==> src/rtl/uart_rx.sv <==
// rtl/uart_rx.sv - UART receive deframer (8N1; 8E1/8O1 when UART_RX_PARITY_EN is defined)
module uart_rx #(
  parameter int SYNC_STAGES = 2
) (
  input  logic       clk,
  input  logic       rst_n,
  input  logic       i_rx,
  input  logic       i_rx_strb,
  output logic       o_rx_strb_en,
  input  logic       i_parity_odd,
  output logic [7:0] o_data,
  output logic       o_valid,
  input  logic       i_ready,
  output logic       o_frame_err,
  output logic       o_parity_err,
  output logic       o_overrun
);

  typedef enum logic [2:0] {S_IDLE, S_START, S_DATA, S_PARITY, S_STOP} state_t;

  state_t                 r_state, w_state_nxt;
  logic [SYNC_STAGES-1:0] r_sync;
  logic                   r_rx_d;
  logic                   w_rx_s;
  logic [7:0]             r_shift, w_shift_nxt;
  logic [2:0]             r_cnt, w_cnt_nxt;
  logic                   r_perr, w_perr_nxt;
  logic                   w_deliver, w_ferr, w_perr_pulse;
  logic                   r_strb_en, r_valid, r_ferr, r_perr_p, r_ovr;
  logic [7:0]             r_data;

  assign w_rx_s = r_sync[SYNC_STAGES-1];

`ifndef UART_RX_PARITY_EN
  logic w_unused_parity_odd;
  assign w_unused_parity_odd = i_parity_odd;
`endif

  always_ff @(posedge clk or negedge rst_n) begin
    if (!rst_n) begin
      r_sync <= '1;
      r_rx_d <= 1'b1;
    end else begin
      r_sync <= {r_sync[SYNC_STAGES-2:0], i_rx};
      r_rx_d <= w_rx_s;
    end
  end

  always_ff @(posedge clk or negedge rst_n) begin
    if (!rst_n) begin
      r_state <= S_IDLE;
      r_shift <= 8'h00;
      r_cnt   <= 3'd0;
      r_perr  <= 1'b0;
    end else begin
      r_state <= w_state_nxt;
      r_shift <= w_shift_nxt;
      r_cnt   <= w_cnt_nxt;
      r_perr  <= w_perr_nxt;
    end
  end

  always_comb begin
    w_state_nxt  = r_state;
    w_shift_nxt  = r_shift;
    w_cnt_nxt    = r_cnt;
    w_perr_nxt   = r_perr;
    w_deliver    = 1'b0;
    w_ferr       = 1'b0;
    w_perr_pulse = 1'b0;
    case (r_state)
      S_IDLE: begin
        if (r_rx_d && !w_rx_s) w_state_nxt = S_START;
      end
      S_START: begin
        if (i_rx_strb) begin
          w_perr_nxt = 1'b0;
          if (!w_rx_s) begin
            w_state_nxt = S_DATA;
            w_cnt_nxt   = 3'd0;
          end else begin
            w_state_nxt = S_IDLE;
          end
        end
      end
      S_DATA: begin
        if (i_rx_strb) begin
          w_shift_nxt = {w_rx_s, r_shift[7:1]};
          w_cnt_nxt   = r_cnt + 3'd1;
          if (r_cnt == 3'd7) begin
`ifdef UART_RX_PARITY_EN
            w_state_nxt = S_PARITY;
`else
            w_state_nxt = S_STOP;
`endif
          end
        end
      end
`ifdef UART_RX_PARITY_EN
      S_PARITY: begin
        if (i_rx_strb) begin
          w_perr_nxt  = (w_rx_s != (^r_shift ^ i_parity_odd));
          w_state_nxt = S_STOP;
        end
      end
`endif
      S_STOP: begin
        if (i_rx_strb) begin
          w_state_nxt = S_IDLE;
          if (!w_rx_s)     w_ferr       = 1'b1;
          else if (r_perr) w_perr_pulse = 1'b1;
          else             w_deliver    = 1'b1;
        end
      end
      default: w_state_nxt = S_IDLE;
    endcase
  end

  // Output register: a new byte may replace the old one only in the cycle it is accepted.
  always_ff @(posedge clk or negedge rst_n) begin
    if (!rst_n) begin
      r_strb_en <= 1'b0;
      r_valid   <= 1'b0;
      r_data    <= 8'h00;
      r_ferr    <= 1'b0;
      r_perr_p  <= 1'b0;
      r_ovr     <= 1'b0;
    end else begin
      r_strb_en <= (w_state_nxt != S_IDLE);
      r_ferr    <= w_ferr;
      r_perr_p  <= w_perr_pulse;
      r_ovr     <= 1'b0;
      if (w_deliver && (!r_valid || i_ready)) begin
        r_data  <= r_shift;
        r_valid <= 1'b1;
      end else if (w_deliver) begin
        r_ovr <= 1'b1;
      end else if (r_valid && i_ready) begin
        r_valid <= 1'b0;
      end
    end
  end

  assign o_rx_strb_en = r_strb_en;
  assign o_valid      = r_valid;
  assign o_data       = r_data;
  assign o_frame_err  = r_ferr;
  assign o_parity_err = r_perr_p;
  assign o_overrun    = r_ovr;

endmodule

==> config.mk <==
export PLATFORM = sky130hd
export DESIGN_NAME = uart_rx
export DESIGN_NICKNAME = d
export VERILOG_FILES = /design/src/rtl/uart_rx.sv
export SDC_FILE = /design/constraint.sdc
export NUM_CORES = 1
export LEC_CHECK = 0
export ABC_CLOCK_PERIOD_IN_PS = 4650
export CELL_PAD_IN_SITES_DETAIL_PLACEMENT = 0
export CELL_PAD_IN_SITES_GLOBAL_PLACEMENT = 1
export CORE_ASPECT_RATIO = 2
export CORE_MARGIN = 2
export CORE_UTILIZATION = 40
export CTS_CLUSTER_SIZE = 40
export DETAILED_ROUTE_END_ITERATION = 10
export GPL_TIMING_DRIVEN = 1
export PLACE_DENSITY = 0.73
export SETUP_SLACK_MARGIN = 0.02
export SYNTH_ARGS = -nofsm -noshare
export SYNTH_HDL_FRONTEND = slang
export SYNTH_SLANG_ARGS = --single-unit
==> constraint.sdc <==
create_clock -name clk -period 4.65 [get_ports clk]
set_clock_uncertainty 0.2 [all_clocks]
set_input_delay 1.395 -clock clk [delete_from_list [all_inputs] [get_ports clk]]
set_output_delay 1.395 -clock clk [all_outputs]
set_load 0.005 [all_outputs]
# After elaboration in Yosys (flattened, before gate mapping)
# Cells that the tools add are included.
# Widths: inputs -> output; s select.
# classes
n_reduce_logical,13
n_mux,22
add_sub_neg,1
eq_ne,8
# op_table
operator,n
$mux 3,8
$pmux 3 s4,1
$mux 1,11
$eq 3x3->1 const B,2
$ne 2x2->1 const B,3
$pmux 3 s2,1
$reduce_and 2->1,2
$reduce_and 4->1,1
$reduce_bool 2->1,2
$add 3x1->3 const B,1
$eq 3x1->1 const B,1
$eq 3x2->1 const B,1
$logic_and 1x1->1,3
$logic_not 3->1,1
$reduce_bool 3->1,1
$logic_not 1->1,2
$mux 2,1
$ne 2x1->1 const B,1
$logic_or 1x1->1,1
# totals
reg_bits,29
wordCells,54
input_bits,6
out_inout_bits,13

# Longest topological paths before layout
# logic_depth
ltp_word,6
depth_mapped,5
mapped_depth_nobuf,5

# Worst setup path after synthesis
# No wires, ideal clock.
# synth_path
kind,input port to flip-flop
from,input port i_rx_strb
to,"register r_data[0], in the netlist o_data[0]"
setup_ps,125
path_stages,3
slack_ps,2221
path_buffers,0
required_ps,4325
arrival_time_ps,2104
path_cell_list,and4bb_2 nand3_2 mux2_2
# synth_between
elab_chain_len,3
# synth_lines
element,line_no,source
"start, declared",8,"input logic i_rx_strb,"
$mux 1,108,if (i_rx_strb) begin
$mux 1,71,case (r_state)
$logic_and 1x1->1,133,if (w_deliver && (!r_valid || i_ready)) begin
"end signal, assigned",134,r_data <= r_shift;
"end, declared",30,logic [7:0] r_data;
# Every way passes these cells.
# A chain may end at the register's enable or synchronous reset.

# Worst setup path after layout
# layout_path
from,input port i_rx_strb
to,"register r_data[5], in the netlist o_data[5]"
# Same word-level chain as after synthesis.

==> run metrics <==
crit path buf inv count 1; largest net degree at the start of global routing 30; Seq/Total Area, Yosys 0.613; Yosys cell types 29; remaining global-route overflow 0; Initial Util 0.409; max_cap viols 0; row cnt 28; Most used DFF post-synth dfrtp_1; CTS Sinks 29; vias in the first global route 779; critical path type in2reg; die width 42.6 µm; crit start category primary input; final WL 1.95 mm; initial antenna violation count 0; Area Growth Syn to Fin 23.1%; Wirelength per Cell 14.3 µm; crit-path max FO 8; fmax 0.348 GHz; first-pass GRT wire length 3.64 mm; Cells after Synth 84; Antenna Cells 0; setup violators final 0; synthesized area per cell 14.2 µm²; reg2reg start r_state[2]; Min-Delay Path Depth 0; htree depth 2; Post-CTS Hold Buffers 0; Worst Path Arrival 2.83 ns; Net Switching 0.000169 W; # resized after CTS 0; full die area 3450 µm²; Tmin final 2.87 ns; share of layout cells above drive strength 1 0.318; hold_ws 0.161 ns; Iteration-0 DRC Markers 6; Num CTS Buffers 5; worst hold start r_sync[0]; clock power share 0.295; Synth async-reset ratio 1.00; CTS clk-pin slew, worst paths 0.06 ns; top cell type by total area after synthesis dfrtp_1; Antenna Nets Post-Route 0; Hold Crit Class reg2reg; Worst path max stage delay 0.58 ns; ratio of final minimum period to clock period 0.617; Ports 19; Root Buffer clkbuf_8; post-synth top area share 0.547; IO buf count 16; crit path capture type flop; DPL Wire Length 1.42 mm; Flop pwr share 0.527; clk buf depth 2; #FFs+latches synth 29; Mapped Nets 92; combinational group share of total power 0.178; Worst EP required 4.60 ns; Post-Syn Area 1190 µm²; die height 81.1 µm; Pleak 0.686 nW; Worst path slowest cell clkdlybuf4s50_1; via count 702; fin. max-slew vios 0; Switching Fraction 0.262; internal power 0.000475 W; unrepaired setup endpoints after global routing false; Power per Cell Area 440 nW/µm²; Post-CTS Setup Bufs 0; vias per cell 5.12; clk_lat worst skew 0.27 ns; RePlAce Congestion 0.748; cell family with most CP delay buffers and inverters; DRC viols 0; Worst VDD drop 0.000319 V; register-to-register setup slack 2.89 ns; Worst Hold End r_sync[1]; nets@finish 114; Initial DRT Pass Iterations 2; Hold Violations, Final 0; Synth area leaders dfrtp_1 55%, mux2_2 15%, dfstp_2 6.6%; CP cell instances clkdlybuf4s50_1 > and4bb_2 > nand3_2 > mux2_2; CTS tree yes; GRT Util Overall 0.146; total negative setup slack 0 ns; CORE AREA 2910 µm²; worst flop-to-flop path endpoint r_shift[5]; FF-to-FF path depth 3; Yosys warning total 0; number of enable flip-flop cells after synthesis 0; status finished, final reports clean
[stage by stage]
step	util	worst slack [ns]	cells	area, µm²	power, W
6_report	0.504	1.78	137	1470	0.000644
2_1_floorplan	-	2.22	84	1190	0.000418
3_3_place_gp	0.475	1.47	129	1380	0.000455
5_1_grt	0.504	1.68	137	1470	0.000692
4_1_cts	0.504	1.75	137	1470	0.000656
3_5_place_dp	0.475	1.47	129	1380	0.000462
[how the worst max path moves through the flow]
stage / startpoint / endpoint / slack (ns) / depth (start not counted)
final: i_rx_strb / o_data[5] / 1.78 / 4
after detailed placement: i_rx_strb / o_data[5] / 1.47 / 4
after floorplan: i_rx_strb / o_data[0] / 2.22 / 3
after global routing: i_rx_strb / r_shift[6] / 1.68 / 4
after global placement: i_rx_strb / o_data[4] / 1.47 / 4
after CTS: i_rx_strb / o_data[5] / 1.75 / 4
[area by class of cell]
| class | instances | area, µm² |
|---|---|---|
| fillers | 268 | 1440 |
| flip-flops and latches | 29 | 729 |
| multi-input cells | 49 | 433 |
| repair buffers | 17 | 168 |
| clock buffers | 6 | 72.6 |
| well taps | 30 | 37.5 |
| inverters | 4 | 15.0 |
| clock inverters | 2 | 10.0 |
[logic make-up (layout without fill, tap and decap cells)]
kind of cell    after synthesis  count (layout)  share of synthesized area
flops                        29              29                      0.613
simple gates                 22              22                      0.120
mux                          19              19                      0.177
buf+inv                       6              29                     0.0231
compound gates                5               5                     0.0431
fa+ha+maj                     2               2                     0.0210
other cells                   1               1                    0.00315
[registers in the layout (all words and copies together), names as in the netlist, 2 cells and up]
name     flops
r_shift      8
r_state      3
r_cnt        3
o_data       8
r_sync       2
[cells in the mapped netlist, types with 2 or more instances]
library cell,count
nand2_1,4
nor3b_1,2
ha_1,2
inv_1,4
dfstp_2,3
dfrtp_1,26
mux2i_1,3
nand2b_1,2
nor2_1,3
mux2_2,16
[power by group through the flow]
stage | registers, W | logic [W] | clock network [W]
2_1_floorplan | 0.000333 | 0.0000854 | 0
3_3_place_gp | 0.000343 | 0.000113 | 0
3_5_place_dp | 0.000344 | 0.000117 | 0
4_1_cts | 0.000340 | 0.000117 | 0.000198
5_1_grt | 0.000348 | 0.000132 | 0.000212
6_report | 0.000339 | 0.000115 | 0.000190
[per-layer routing]
layer / global-route usage / routed length, µm / vias up
li1: - / - / 331
met5: 0 / 0 / -
met3: 0.0556 / 81 / 5
met4: 0.0750 / 59 / 0
met2: 0.240 / 1080 / 13
met1: 0.164 / 728 / 353
[cells in the final DEF, fill, tap and decap left out, types with 3 or more instances in the layout]
cell type,count
inv_1,4
mux2i_1,3
dfrtp_1,26
mux2_2,16
clkdlybuf4s50_1,16
clkbuf_8,5
nor2_1,3
nand2_1,4
dfstp_2,3
No activity file was read; power rests on OpenSTA's default activity.
